File: config.mk
export PLATFORM = sky130hd
export DESIGN_NAME = keypad_scan_ctrl
export DESIGN_NICKNAME = d
export VERILOG_FILES = /design/src/rtl/keypad_pkg.sv /design/src/rtl/keypad_col_sync.sv /design/src/rtl/keypad_scan_ctrl.sv
export SDC_FILE = /design/constraint.sdc
export NUM_CORES = 1
export LEC_CHECK = 0
export CELL_PAD_IN_SITES_DETAIL_PLACEMENT = 0
export CELL_PAD_IN_SITES_GLOBAL_PLACEMENT = 1
export CORE_MARGIN = 2
export CORE_UTILIZATION = 30
export CTS_CLUSTER_DIAMETER = 40
export DETAILED_ROUTE_END_ITERATION = 10
export GPL_TIMING_DRIVEN = 0
export PLACE_DENSITY = 0.6
export SYNTH_ARGS = -nofsm -noshare
export SYNTH_HDL_FRONTEND = slang
export SYNTH_HIERARCHICAL = 1
export SYNTH_SLANG_ARGS = --single-unit
File: constraint.sdc
create_clock -name f4m -period 4.5 [get_ports f4m]
set_clock_uncertainty 0.05 [all_clocks]
set_input_delay 0.9 -clock f4m [delete_from_list [all_inputs] [get_ports f4m]]
set_output_delay 0.9 -clock f4m [all_outputs]
set_load 0.03 [all_outputs]
File: src/rtl/keypad_pkg.sv
// keypad_pkg: shared state encoding and helpers for the keypad scanner
package keypad_pkg;
   typedef enum logic [1:0] {S_SCAN, S_DEBOUNCE, S_PRESSED, S_RELEASE} state_e;
   function automatic int code_w(input int rows, input int cols);
      return $clog2(rows * cols);
   endfunction
   function automatic logic [7:0] row_vec(input logic [2:0] idx);
      return ~(8'b1 << idx);
   endfunction
   function automatic logic one_low(input logic [7:0] v, input int n);
      int z;
      z = 0;
      for (int i = 0; i < 8; i++) if (i < n && !v[i]) z++;
      return z == 1;
   endfunction
endpackage

File: src/rtl/keypad_col_sync.sv
// keypad_col_sync: two-flop synchroniser for active-low column inputs, idles high
module keypad_col_sync #(
   parameter int COLS = 3
) (
   input  logic            clk_i,
   input  logic            rst_i,
   input  logic [COLS-1:0] col_n_i,
   output logic [COLS-1:0] cs_o
);
   logic [COLS-1:0] meta_q, sync_q;
   always_ff @(posedge clk_i)
      if (rst_i) begin
         meta_q <= '1;
         sync_q <= '1;
      end else begin
         meta_q <= col_n_i;
         sync_q <= meta_q;
      end
   assign cs_o = sync_q;
endmodule

File: src/rtl/keypad_scan_ctrl.sv
// keypad_scan_ctrl: row/column keypad scanner with debounce, long press, auto-repeat and event handshake
module keypad_scan_ctrl
   import keypad_pkg::*;
#(
   parameter int ROWS = 4,
   parameter int COLS = 3,
   parameter int DWELL = 32768,
   parameter int DEBOUNCE = 4096,
   parameter int LONG = 131071,
   parameter int REPEAT_DELAY = 196607,
   parameter int REPEAT_RATE = 65536,
   localparam int CODE_W = code_w(ROWS, COLS)
) (
   input  logic              f4m,
   input  logic              rst,
   input  logic [COLS-1:0]   col_n,
   input  logic              repeat_en,
   output logic [ROWS-1:0]   row_n,
   output logic              evt_valid,
   input  logic              evt_ready,
   output logic [CODE_W-1:0] evt_code,
   output logic              evt_repeat,
   output logic              key_held,
   output logic              long_press,
   output logic              multi_key,
   output logic              overflow
);
   localparam int DW_W = $clog2(DWELL + 1);
   localparam int DB_W = $clog2(DEBOUNCE + 1);
   localparam int HOLD_MAX = LONG > REPEAT_DELAY ? LONG : REPEAT_DELAY;
   localparam int HD_W = $clog2(HOLD_MAX + 1);
   localparam int RT_W = $clog2(REPEAT_RATE + 1);
   localparam logic [COLS-1:0] IDLE = '1;

   state_e            state_q, state_d;
   logic [COLS-1:0]   cs, pat_q, pat_d;
   logic [2:0]        row_q, row_d, col_q, col_d, col_idx, row_nxt;
   logic [DW_W-1:0]   dwell_q, dwell_d;
   logic [DB_W-1:0]   db_q, db_d;
   logic [HD_W-1:0]   hold_q, hold_d;
   logic [RT_W-1:0]   rate_q, rate_d;
   logic [CODE_W-1:0] code_q, code_d;
   logic              valid_q, valid_d, rep_q, rep_d, ovf_q, ovf_d;
   logic              sample, match, idle, single, rep_due, ev_new, ev_rep, load;

   keypad_col_sync #(.COLS(COLS)) u_sync (
      .clk_i(f4m),
      .rst_i(rst),
      .col_n_i(col_n),
      .cs_o(cs)
   );

   always_ff @(posedge f4m)
      if (rst) begin
         state_q <= S_SCAN;
         row_q   <= '0;
         col_q   <= '0;
         pat_q   <= '1;
         dwell_q <= '0;
         db_q    <= '0;
         hold_q  <= '0;
         rate_q  <= '0;
         code_q  <= '0;
         valid_q <= 1'b0;
         rep_q   <= 1'b0;
         ovf_q   <= 1'b0;
      end else begin
         state_q <= state_d;
         row_q   <= row_d;
         col_q   <= col_d;
         pat_q   <= pat_d;
         dwell_q <= dwell_d;
         db_q    <= db_d;
         hold_q  <= hold_d;
         rate_q  <= rate_d;
         code_q  <= code_d;
         valid_q <= valid_d;
         rep_q   <= rep_d;
         ovf_q   <= ovf_d;
      end

   // db_q counts stable-press cycles in DEBOUNCE and idle cycles in RELEASE
   always_comb begin
      col_idx = '0;
      for (int i = COLS - 1; i >= 0; i--) if (!cs[i]) col_idx = 3'(i);
      sample  = state_q == S_SCAN && dwell_q == DW_W'(DWELL - 1);
      match   = cs == pat_q;
      idle    = cs == IDLE;
      single  = one_low(8'(cs), COLS);
      row_nxt = row_q == 3'(ROWS - 1) ? 3'd0 : row_q + 3'd1;
      rep_due = hold_q == HD_W'(REPEAT_DELAY - 1) ||
                (hold_q >= HD_W'(REPEAT_DELAY) && rate_q == RT_W'(REPEAT_RATE - 1));
      state_d = state_q;
      row_d   = row_q;
      col_d   = col_q;
      pat_d   = pat_q;
      dwell_d = '0;
      db_d    = '0;
      hold_d  = hold_q;
      rate_d  = rate_q;
      ev_new  = 1'b0;
      ev_rep  = 1'b0;
      case (state_q)
         S_SCAN: begin
            dwell_d = sample ? '0 : dwell_q + 1'b1;
            if (sample && single) begin
               state_d = S_DEBOUNCE;
               col_d   = col_idx;
               pat_d   = cs;
            end else if (sample) row_d = row_nxt;
         end
         S_DEBOUNCE:
            if (!match) state_d = S_SCAN;
            else if (db_q == DB_W'(DEBOUNCE - 1)) begin
               state_d = S_PRESSED;
               ev_new  = 1'b1;
               hold_d  = '0;
               rate_d  = '0;
            end else db_d = db_q + 1'b1;
         S_PRESSED: begin
            hold_d  = &hold_q ? hold_q : hold_q + 1'b1;
            rate_d  = rep_due ? '0 : rate_q + 1'b1;
            ev_new  = repeat_en && rep_due;
            ev_rep  = ev_new;
            state_d = match ? S_PRESSED : S_RELEASE;
         end
         default:
            if (match) state_d = S_PRESSED;
            else if (idle && db_q == DB_W'(DEBOUNCE - 1)) begin
               state_d = S_SCAN;
               row_d   = row_nxt;
            end else if (idle) db_d = db_q + 1'b1;
      endcase
      load    = ev_new && (!valid_q || evt_ready);
      valid_d = load || (valid_q && !evt_ready);
      code_d  = load ? CODE_W'(int'(col_q) * ROWS + int'(row_q)) : code_q;
      rep_d   = load ? ev_rep : rep_q;
      ovf_d   = ovf_q || (ev_new && valid_q && !evt_ready);
   end

   always_comb begin
      row_n      = ROWS'(row_vec(row_q));
      key_held   = state_q == S_PRESSED || state_q == S_RELEASE;
      long_press = state_q == S_PRESSED && hold_q == HD_W'(LONG - 1);
      multi_key  = sample && !idle && !single;
      evt_valid  = valid_q;
      evt_code   = code_q;
      evt_repeat = rep_q;
      overflow   = ovf_q;
   end
endmodule

==> results.yml <==
sta:
  max_freq_mhz: 291
  period_minus_slack_ns: 3.44
  finalCritPeriodShare_pct: 76.4
  slew-limit-headroom_pct: 51.9
  worst_pin_slew_ns: 0.715
  finalHoldViolations: 0
  setup_viol: 0
  rsz0062_at_grt: "false"
  setup_tns_ns: 0
  whs_ns: 0.352
  finalMaxSlewViolations: 0
cells_and_area:
  antenna_cells: 0
  drive_above_1_share_pct: 6.55
  area_delta_synth_final_pct: 17.8
  fin_nets: 554
  fillers: 1417
  final_cells: 714
  layout_common_cells: "dfxtp_1 (87), nor2_1 (61), nand2_1 (43)"
  stdcell_area_mm2: 0.00499
  seq_area_mm2: 0.00174
  layout_commonest_cell: "dfxtp_1"
  utilization_pct: 36.1
  multi_input_area_mm2: 0.00235
clock_network:
  cts_resized: 0
  cts.sinks: 87
  cts_setup_buffers: 0
  holdBufCountCts: 0
  h-tree-depth: 3
  cts_tree: "yes"
  cts-root-buf: "clkbuf_16"
  clock_path_buffers: 2
  clk_latency_ns: 0.35
  clk_pin_slew_ns: 0.06
  tritoncts.num_buffers: 9
critical_path:
  reg2reg_depth: 12
  cp_slowest_cell: "clkdlybuf4s50_1"
  criticalPathCategory: "flop to primary output"
  crit_arrival_ns: 2.49
  path_cells: "inv_1, ha_1, clkbuf_1, nand4b_1, nor2_1, clkdlybuf4s50_1"
  path_buf_inv: 3
  worstReg2RegEnd: "rate_q[0]"
  slowest_delay_ns: 0.67
  critical_path.max_fanout: 10
  crit_path_end_kind: "primary output"
  required_ns: 3.55
  critPathTopFamily: "buffers and inverters"
  worstSetupStartpointType: "flop"
  rrSetupSlack_ns: 1.58
  r2r_start: "rate_q[3]"
synth:
  syn_nets: 523
  syn-cell-area_mm2: 0.00424
  synthArstFlopShare_pct: 0
  yosysWarnings: 6
  synthDistinctLibCells: 48
  ys.flop_type: "dfxtp_1"
  synth_cells: 498
  seq_area_frac_synth_pct: 41.1
  synth_edf_count: 0
  synth_seq_cells: 87
  postSynthAreaPerCell_um2: 8.51
route:
  drtAntennaViolNets: 0
  vias_per_cell: 4.81
  routed-wl-met3_um: 364
  wl_per_cell_um: 13.2
  drc: 0
  dr_total_vias: 3437
  wl_met2_um: 4430
  dr.first_iter.drc_count: 145
  drt-met1-wl_um: 4500
  first_pass_iters: 4
  wl_um: 9390
  maxUsedRoutingLayer: "met4"
power_and_ir_drop:
  clockPowerShare_pct: 47.1
  seqPwrFrac_pct: 46.4
  leakagePower_uw: 0.00174
  switching_share_pct: 22.3
  combPwrFrac_pct: 6.4
  vdd_drop_max_mv: 0.182
  p_switching_uw: 380
  intPower_uw: 1330
  pwr_density_cell_mw_per_mm2: 342
global_routing:
  grt_pass1_wl_um: 16000
  grt_pass1_vias: 3336
  grt_overflow: 0
  antenna_found_initial: 0
  grt_max_degree: 14
  grt_usage_pct: 13.7
place:
  routabilityCongestion: 0.731
  place_inst: 698
  io_buffers: 20
  place_area_mm2: 0.00466
  dpl.hpwl_um: 6750
floorplanning:
  die_w_um: 123
  core.rowCount: 43
  die_h_um: 123
  dieArea_mm2: 0.0151
  coreArea_mm2: 0.0138
  ios: 21
  floorplan.initialDensity_pct: 30.7
run_status:
  status: "complete, no violations"
hold_path:
  hold-path-endpoint: "u_sync/cs_o[0]"
  hold_start: "u_sync/meta_q[0]"
  whs_path_depth: 1
  hold_class: "flop to flop"
job:
  cap_violations: 0
[through the flow]
step                      setup WS (ns)  total power, uW
final                              1.06             1710
after global routing              0.903             1780
after CTS                          1.02             1740
after detailed placement           1.41              923
after global placement             1.43              922
after floorplan                    1.86              887
[kinds of logic (layout without fill, tap and decap cells)]
group	count (synthesis)	after routing	share of synthesized area (%)
simple gates	243	243	30.5
xor+xnor	46	46	9.50
compound gates	63	63	9.39
flops	87	87	41.1
buf+inv	38	74	3.45
fa+ha+maj	18	18	5.31
mux	3	3	0.738
[metal layers]
metal / GRT usage (%) / vias up
met5: 0 / -
met4: 4.60 / 0
met3: 4.83 / 10
met2: 22.4 / 40
met1: 16.7 / 1584
li1: - / 1803
[registers in the layout (all words and copies together) (netlist names), named ones only]
register	cells
hold_q	18
rate_q	17
dwell_q	16
db_q	13
evt_code	4
pat_q	3
row_q	3
u_sync/cs_o	3
u_sync/meta_q	3
col_q	2
evt_repeat	1
evt_valid	1
overflow	1
state_q	1
[cell usage after synthesis, types with 14 or more instances]
cell type | number | share of area [%]
dfxtp_1 | 87 | 41
nor2_1 | 61 | 5.4
nand2_1 | 43 | 3.8
nand3_1 | 26 | 3.1
xnor2_1 | 24 | 5.0
a21oi_1 | 23 | 2.7
xor2_1 | 22 | 4.5
inv_1 | 20 | 1.8
nand4_1 | 19 | 2.8
ha_1 | 18 | 5.3
o21ai_0 | 17 | 2.0
and3_1 | 15 | 2.2
clkbuf_1 | 15 | 1.3
or3_1 | 14 | 2.1
[power by group through the flow]
stage          logic (uW)  clock network (uW)  registers (uW)
4_1_cts               112                 833             793
3_3_place_gp          112                   0             810
3_5_place_dp          112                   0             810
6_report              110                 804             793
2_1_floorplan        78.8                   0             808
5_1_grt               126                 864             795
[worst max path at each step]
stage	slack, ns	end	cells after the start	start
final	1.06	long_press	6	state_q[0]
after CTS	1.02	long_press	6	state_q[0]
after global placement	1.43	long_press	6	state_q[0]
after floorplan	1.86	multi_key	5	dwell_q[0]
after detailed placement	1.41	long_press	6	state_q[0]
after global routing	0.90	long_press	6	state_q[0]
[worst reg2reg max path: cells and delay by family (launching register included)]
kind | cells | cell delay [ns]
buf+inv | 1 | 0.41
simple gates | 8 | 1.23
compound gates | 2 | 0.46
fa+ha+maj | 1 | 0.23
flops | 1 | 0.42
[cell type report]
type | count | area share (%)
Buffer | 18 | 1.43
Sequential cell | 87 | 34.9
Multi-Input combinational cell | 373 | 47.1
Tap cell | 180 | 4.51
Inverter | 20 | 1.50
Clock buffer | 14 | 5.89
Timing Repair Buffer | 20 | 4.01
Clock inverter | 2 | 0.702
No activity file was read; power rests on OpenSTA's default activity.
